**src/rtl/intr_ctrl.sv**
```systemverilog
// intr_ctrl: prioritised interrupt controller with built-in machine timer.
// Define INTR_SYNC_EN to add a 2-flop synchroniser on every src_irq line.
module intr_ctrl #(
  parameter int NUM_SRC  = 8,
  parameter int TIMER_W  = 64,
  parameter int PRESCALE = 1,
  parameter int ID_W     = $clog2(NUM_SRC + 1)
) (
  input  logic               clk,
  input  logic               rst,
  input  logic [NUM_SRC-1:0] src_irq,
  input  logic               reg_wr,
  input  logic               reg_rd,
  input  logic [2:0]         reg_addr,
  input  logic [31:0]        reg_wdata,
  output logic [31:0]        reg_rdata,
  output logic               irq_req,
  output logic [ID_W-1:0]    irq_id,
  input  logic               irq_ack,
  input  logic               irq_done
);

  localparam int PS_W = (PRESCALE > 1) ? $clog2(PRESCALE) : 1;
  localparam int HI_W = TIMER_W - 32;

  typedef enum logic [1:0] {
    IDLE,
    REQ,
    SERVICE
  } state_t;

  state_t state;

  logic [TIMER_W-1:0] mtime;
  logic [TIMER_W-1:0] mtimecmp;
  logic [PS_W-1:0]    ps_cnt;
  logic               ps_tick;
  logic [NUM_SRC:0]   enable;
  logic [NUM_SRC-1:0] mode;
  logic [NUM_SRC-1:0] spend;
  logic [NUM_SRC-1:0] src_s;
  logic [NUM_SRC-1:0] src_d;
  logic [NUM_SRC-1:0] edge_set;
  logic [NUM_SRC-1:0] clr;
  logic [NUM_SRC:0]   pending;
  logic [NUM_SRC:0]   cand;
  logic [NUM_SRC:0]   id_oh;
  logic [ID_W-1:0]    winner;
  logic               tpend;
  logic [31:0]        rd_mux;

`ifdef INTR_SYNC_EN
  logic [NUM_SRC-1:0] src_m;

  // two-stage synchroniser for asynchronous sources
  always_ff @(posedge clk or negedge rst) begin
    if (!rst) begin
      src_m <= '0;
      src_s <= '0;
    end else begin
      src_m <= src_irq;
      src_s <= src_m;
    end
  end
`else
  // single capture register for sources already in this clock domain
  always_ff @(posedge clk or negedge rst) begin
    if (!rst) src_s <= '0;
    else      src_s <= src_irq;
  end
`endif

  // previous synchronised level, used for rising-edge detection
  always_ff @(posedge clk or negedge rst) begin
    if (!rst) src_d <= '0;
    else      src_d <= src_s;
  end

  assign ps_tick = (ps_cnt == PS_W'(PRESCALE - 1));

  // prescaler: one mtime tick every PRESCALE cycles
  always_ff @(posedge clk or negedge rst) begin
    if (!rst)         ps_cnt <= '0;
    else if (ps_tick) ps_cnt <= '0;
    else              ps_cnt <= ps_cnt + 1'b1;
  end

  // mtime: software write beats a concurrent tick
  always_ff @(posedge clk or negedge rst) begin
    if (!rst) begin
      mtime <= '0;
    end else if (reg_wr && reg_addr == 3'd0) begin
      mtime[31:0] <= reg_wdata;
    end else if (reg_wr && reg_addr == 3'd1) begin
      mtime[TIMER_W-1:32] <= reg_wdata[HI_W-1:0];
    end else if (ps_tick) begin
      mtime <= mtime + 1'b1;
    end
  end

  // software-visible configuration registers
  always_ff @(posedge clk or negedge rst) begin
    if (!rst) begin
      mtimecmp <= '1;
      enable   <= '0;
      mode     <= '0;
    end else if (reg_wr) begin
      unique case (reg_addr)
        3'd2: mtimecmp[31:0] <= reg_wdata;
        3'd3: mtimecmp[TIMER_W-1:32] <= reg_wdata[HI_W-1:0];
        3'd4: enable <= reg_wdata[NUM_SRC:0];
        3'd6: mode <= reg_wdata[NUM_SRC:1];
        default: ;
      endcase
    end
  end

  assign tpend   = (mtime >= mtimecmp);
  assign pending = {spend, tpend};
  assign cand    = pending & enable;
  assign id_oh   = (NUM_SRC + 1)'(1) << irq_id;

  // edge-pending clear sources: W1C write and ack of the winner
  always_comb begin
    edge_set = src_s & ~src_d;
    clr      = '0;
    if (reg_wr && reg_addr == 3'd5)
      clr = reg_wdata[NUM_SRC:1];
    if (state == REQ && irq_ack)
      clr = clr | id_oh[NUM_SRC:1];
  end

  // source pending: level follows input, edge is sticky with set priority
  always_ff @(posedge clk or negedge rst) begin
    if (!rst) spend <= '0;
    else      spend <= (mode & (edge_set | (spend & ~clr)))
                     | (~mode & src_s);
  end

  // lowest candidate ID wins; timer (ID 0) is highest priority
  always_comb begin
    winner = '0;
    for (int i = NUM_SRC; i >= 0; i--)
      if (cand[i]) winner = ID_W'(i);
  end

  // request/service handshake with the core
  always_ff @(posedge clk or negedge rst) begin
    if (!rst) begin
      state   <= IDLE;
      irq_req <= 1'b0;
      irq_id  <= '0;
    end else begin
      unique case (state)
        IDLE: begin
          if (|cand) begin
            irq_id  <= winner;
            irq_req <= 1'b1;
            state   <= REQ;
          end
        end
        REQ: begin
          if (irq_ack) begin
            irq_req <= 1'b0;
            state   <= SERVICE;
          end else if (~|(cand & id_oh)) begin
            irq_req <= 1'b0;
            state   <= IDLE;
          end
        end
        SERVICE: begin
          if (irq_done) state <= IDLE;
        end
        default: begin
          irq_req <= 1'b0;
          state   <= IDLE;
        end
      endcase
    end
  end

  // register read decode
  always_comb begin
    rd_mux = '0;
    unique case (reg_addr)
      3'd0: rd_mux = mtime[31:0];
      3'd1: rd_mux = 32'(mtime[TIMER_W-1:32]);
      3'd2: rd_mux = mtimecmp[31:0];
      3'd3: rd_mux = 32'(mtimecmp[TIMER_W-1:32]);
      3'd4: rd_mux = 32'(enable);
      3'd5: rd_mux = 32'(pending);
      3'd6: rd_mux = 32'({mode, 1'b0});
      default: begin
        rd_mux     = 32'(irq_id);
        rd_mux[31] = (state == SERVICE);
      end
    endcase
  end

  // registered read data, held while reg_rd is low
  always_ff @(posedge clk or negedge rst) begin
    if (!rst)        reg_rdata <= '0;
    else if (reg_rd) reg_rdata <= rd_mux;
  end

endmodule

```
**config.mk**
```make
export PLATFORM = sky130hd
export DESIGN_NAME = intr_ctrl
export DESIGN_NICKNAME = d
export VERILOG_FILES = /design/src/rtl/intr_ctrl.sv
export SDC_FILE = /design/constraint.sdc
export NUM_CORES = 1
export LEC_CHECK = 0
export ABC_AREA = 1
export BUFFER_PORTS_ARGS = -buffer_cell sky130_fd_sc_hd__buf_2
export CORE_UTILIZATION = 55
export DETAILED_ROUTE_END_ITERATION = 10
export HOLD_SLACK_MARGIN = 0.05
export PLACE_DENSITY = 0.76
export RECOVER_POWER = 100
export SLEW_MARGIN = 20
export SYNTH_ARGS = -nofsm -noshare
export SYNTH_HDL_FRONTEND = slang
export SYNTH_SLANG_ARGS = --single-unit
```
**constraint.sdc**
```tcl
create_clock -name clk -period 1.9 [get_ports clk]
set_input_delay 0.19 -clock clk [delete_from_list [all_inputs] [get_ports clk]]
set_output_delay 0.19 -clock clk [all_outputs]
set_load 0.05 [all_outputs]
```
# Word level (Yosys, flattened, before mapping)
# Index checks and enable logic that the tools add are counted.
# word_totals
output_inout_bits	37
inputBits	49
reg_bits	209
word_cells	89
# op_classes
n_eq_ne	14
add_sub_neg	2
n_reduce_logical	17
n_bitwise	14
shift	1
order_cmp	1
mux	26
# op_table
cell	n
$pmux 32 s7	1
$mux 32	3
$add 64x1->64 const B	1
$ge 64x64->1	1
$mux 64	1
$mux 4	9
$and 8x8->8	4
$not 8->8	3
$or 8x8->8	3
$and 9x9->9	2
$reduce_or 9->1	2
$mux 8	2
$reduce_and 2->1	7
$eq 3x3->1 const B	3
$shl 1x4->9 const A	1
$mux 2	4
$eq 3x2->1 const B	2
$ne 2x2->1 const B	3
$pmux 2 s3	1
$reduce_and 3->1	2
$logic_and 1x1->1	4
$mux 1	4
$ne 2x1->1 const B	2
$eq 3x1->1 const B	1
8 further kinds	9

# Logic depth before layout (Yosys ltp)
# depth
depth_word	11
depth_mapped	22

# Worst setup path after synthesis
# OpenSTA, ideal clock, no wires.
# synth_path
path_type	register -> register
startpoint	register mtimecmp[31]
endpoint	register irq_id[3]
path_stages_with_launch	20
path_slack_ns	-0.234
setup_ns	0.128
required_ns	1.772
arrival_time_ns	2.007
path_cell_list	dfstp_2 inv_1 ha_1 nand2_1 nor2_1 nand2_1 nor2_1 nand2_1 nand2_1 nor2_1 nand2_1 nand2_1 nand2_1 nand2_1 nand2_1 nor2_1 nand2_1 nand2_1 nand2_1 o21ai_0
# synth_via
elab_chain_cells	4
elab_cells_between_ends	5
# synth_lines
element	line	source
from (decl)	35	logic [TIMER_W-1:0] mtimecmp;
from (signal assigned)	109	3'd2: mtimecmp[31:0] <= reg_wdata;
from (signal, indexed assignment)	110	3'd3: mtimecmp[TIMER_W-1:32] <= reg_wdata[HI_W-1:0];
$ge 64x64->1 *	118	assign tpend = (mtime >= mtimecmp);
$and 9x9->9 *	120	assign cand = pending & enable;
$reduce_or 9->1	156	if (|cand) begin
$reduce_and 2->1 (no source line)	--	
to (signal assigned)	157	irq_id <= winner;
to (decl)	18	output logic [ID_W-1:0] irq_id,
# Every way passes the cells marked *; elsewhere a longest branch is shown, timed or not.
# A chain may end at the register's enable or synchronous reset.

# Worst setup path in the final report
# layout_path
startpoint	register mtime[1]
endpoint	register mtime[42]
# layout_via
elab_chain_cells	3
# layout_lines
element	line	source
from (decl)	34	logic [TIMER_W-1:0] mtime;
from (signal assigned)	93	mtime[31:0] <= reg_wdata;
from (signal, indexed assignment)	95	mtime[TIMER_W-1:32] <= reg_wdata[HI_W-1:0];
from (signal assigned)	97	mtime <= mtime + 1'b1;
$add 64x1->64	97	
$mux 64	96	end else if (ps_tick) begin
$mux 32	94	end else if (reg_wr && reg_addr == 3'd1) begin
# No other way between the ends. The select of a mux whose other input is x is not followed.

==> impl_metrics.env <==
export IMPL_outcome="finished with violations"
export IMPL_violations="max-capacitance violations, max-slew violations, negative setup slack"
export IMPL_drc=0
export IMPL_grt_overflow=0
export IMPL_die_x_um=155
export IMPL_async_flop_share_pct=100
export IMPL_start_util_pct=56.6
export IMPL_first_pass_iters=8
export IMPL_crit_family="simple AND/OR/NAND/NOR gates"
export IMPL_ys_flop_type="dfrtp_1"
export IMPL_ant_nets=0
export IMPL_worst_pin_slew_ns=1.85
export IMPL_pin_count=86
export IMPL_place_port_buffers=85
export IMPL_yosysWarnings=0
export IMPL_layout_common_cells="nand2_1 (290), buf_4 (229), inv_1 (203)"
export IMPL_hp_class="primary input to flip-flop"
export IMPL_clockPowerShare_pct=23.4
export IMPL_fin_cells=2455
export IMPL_fin_area_um2=19200
export IMPL_synthDistinctLibCells=51
export IMPL_final_max_slew_viol_count=60
export IMPL_cp_arrival_ns=3.02
export IMPL_min_period_ns=2.62
export IMPL_wl_per_cell_um=22.0
export IMPL_final_common_cell="nand2_1"
export IMPL_synthToLayoutAreaGrowth_pct=49.3
export IMPL_finalClockSkew_ns=0.0101
export IMPL_worstSetupPathType="flip-flop to flip-flop"
export IMPL_grt_setup_unrepaired="yes"
export IMPL_seqPwrFrac_pct=29.7
export IMPL_die_h_um=155
export IMPL_grt_pass1_vias=14400
export IMPL_drt_wl_total_um=54000
export IMPL_cts_root_buf="clkbuf_16"
export IMPL_path_max_fanout=4
export IMPL_initialDrtViolationCount=1640
export IMPL_synth_top_area_share_pct=28.0
export IMPL_clkTransAtPathRegs_ns=0.06
export IMPL_cts_tree="done"
export IMPL_dpl_cell_area_um2=16100
export IMPL_finalHoldViolCount=0
export IMPL_ys_seq_area_share_pct=41.0
export IMPL_synth_area_um2=12900
export IMPL_finalCritPeriodShare_pct=138
export IMPL_dp_cells=2325
export IMPL_vdd_ir_drop_max_uv=1010
export IMPL_worstPathCellList="ha_4 > nand2_4 > nor2_4 > nand2_4 > nor3_4 > nand3_2 > nor2_4 > nand2_4 > nor2_4 > buf_6 > xor2_1 > nor2_1 > o22ai_2"
export IMPL_viasPerCell=6.07
export IMPL_synth_avg_cell_area_um2=7.62
export IMPL_via_count=14900
export IMPL_antenna_found_initial=2
export IMPL_p_leak_nw=8.97
export IMPL_ys_seq_elements=208
export IMPL_critPathBufInv=1
export IMPL_power_density_nw_per_um2=1130
export IMPL_core_area_um2=22800
export IMPL_n_antenna_cell=0
export IMPL_insertion_delay_ns=0.54
export IMPL_setup_viol=61
export IMPL_critPathSlowestCell="dfrtp_1"
export IMPL_cts_sinks=208
export IMPL_dp_slack_ns=-0.742
export IMPL_p_sw_share_pct=41.3
export IMPL_synthesis_nets=1806
export IMPL_tns_ns=-19.55
export IMPL_p_int_mw=12.8
export IMPL_p_comb_share_pct=46.9
export IMPL_p_sw_mw=8.96
export IMPL_fin_ws_ns=-0.718
export IMPL_synth_area_top_cells="dfrtp_1 (28%), dfstp_2 (13%), nand2_1 (11%), o21ai_0 (8.3%), inv_1 (7.1%)"
export IMPL_grtUsageTotal_pct=41.6
export IMPL_grt_first_pass_wirelength_um=77400
export IMPL_cpPeakStageDelay_ns=0.41
export IMPL_relSlewSlack_pct=-23.4
export IMPL_dieArea_um2=24000
export IMPL_globalplace_congestion=1.03
export IMPL_worstPathRequired_ns=2.30
export IMPL_drive_above_1_share_pct=38.1
export IMPL_nNetsFinal=2238
export IMPL_utilization_pct=84.5
export IMPL_rows=55
export IMPL_start_kind="flip-flop"
export IMPL_fmax_mhz=382
export IMPL_cts_buffers=24
export IMPL_synth_edf_count=0
export IMPL_clockBufferDepth=3
export IMPL_synth_cells=1692
export IMPL_yosys_area_top_type="dfrtp_1"
export IMPL_cts_max_level=1
export IMPL_cp_end_kind="flip-flop"
export IMPL_cap_violations=1
export IMPL_grt_start_max_net_pins=65
export IMPL_hpwlAfterDp_um=34200
[cell usage after synthesis (all sizes together) (3+ instances only)]
cell type	instances
o31ai	3
nor3	45
a21oi	56
a22oi	3
dfstp	64
or2	5
o211ai	23
nand3	54
nand4	23
o21ai	229
buf	7
nor2	142
mux2	13
o311ai	5
a221oi	10
xor2	35
dfrtp	144
o2111ai	4
a31oi	5
nand2	371
o22ai	62
clkbuf	48
ha	65
nor4	11
inv	252
[flip-flops by register name, summed over array words and instances, names as in the netlist]
signal / count
mtime: 64
irq_id: 4
irq_req: 1
reg_rdata: 32
enable: 9
mode: 8
src_s: 8
spend: 8
src_d: 8
state: 2
mtimecmp: 64
[kinds of logic after synthesis]
group	synth area share [%]
and+or+nand+nor	22.3
AOI/OAI and AO/OA	17.8
buffers and inverters	9.08
DFF	41.0
adders and majority gates	6.31
xor gates and xnor gates	2.38
muxes	1.14
[cell type report]
cell class	instances	area, um^2
multi-input cells	1175	8140
flip-flops and latches	208	5290
repair buffers	461	3600
fillers	1350	3540
inverters	254	968
clock buffers	28	637
well taps	313	392
clock inverters	16	215
[layer usage]
| metal | GRT usage (%) | wire length, um |
|---|---|---|
| met5 | 0 | 36 |
| met2 | 66.5 | 23900 |
| met1 | 54.3 | 20600 |
| met3 | 8.13 | 5870 |
| met4 | 20.1 | 3560 |
[power by group through the flow]
stage | combinational (mW) | sequential (mW) | clock [mW]
global placement | 7.44 | 6.31 | 0
floorplan | 3.65 | 6.96 | 0
global route | 10.9 | 6.54 | 5.24
detailed placement | 7.62 | 6.35 | 0
CTS | 8.71 | 6.35 | 5.09
finish | 10.2 | 6.45 | 5.09
[per-stage QoR]
stage,total power [mW],hold slack (ns)
after floorplan,10.6,-0.106
after global placement,13.8,0.190
after detailed placement,14.0,0.191
after CTS,20.2,0.0706
after global routing,22.6,0.126
final,21.7,0.103
[repair_timing]
action / in CTS / in global routing
hold buffers: 42 / 0
endpoints found under the hold margin: 177 / 0
gates resized for setup: 269 / 193
buffers inserted: 42 / 27
pin swaps: 93 / 138
endpoints found under the setup margin: 53 / 58
[worst paths after layout]
check,from,end,slack [ns],depth (start not counted)
worst max-delay path,mtime[1],mtime[42],-0.72,13
worst max register to register,mtime[1],mtime[42],-0.72,13
worst min-delay path,reg_wdata[6],mode[5],0.10,3
max in group asynchronous,rst,mtime[17],0,2
min in group asynchronous,rst,mtime[45],0.71,2
worst min register to register,src_s[2],src_d[2],0.38,0
[tightest hold or removal path: stages]
cell and delay [ns]:
buf_2 0.07, inv_1 0.14, o21ai_0 0.19
Power figures use the tool's default switching activity.
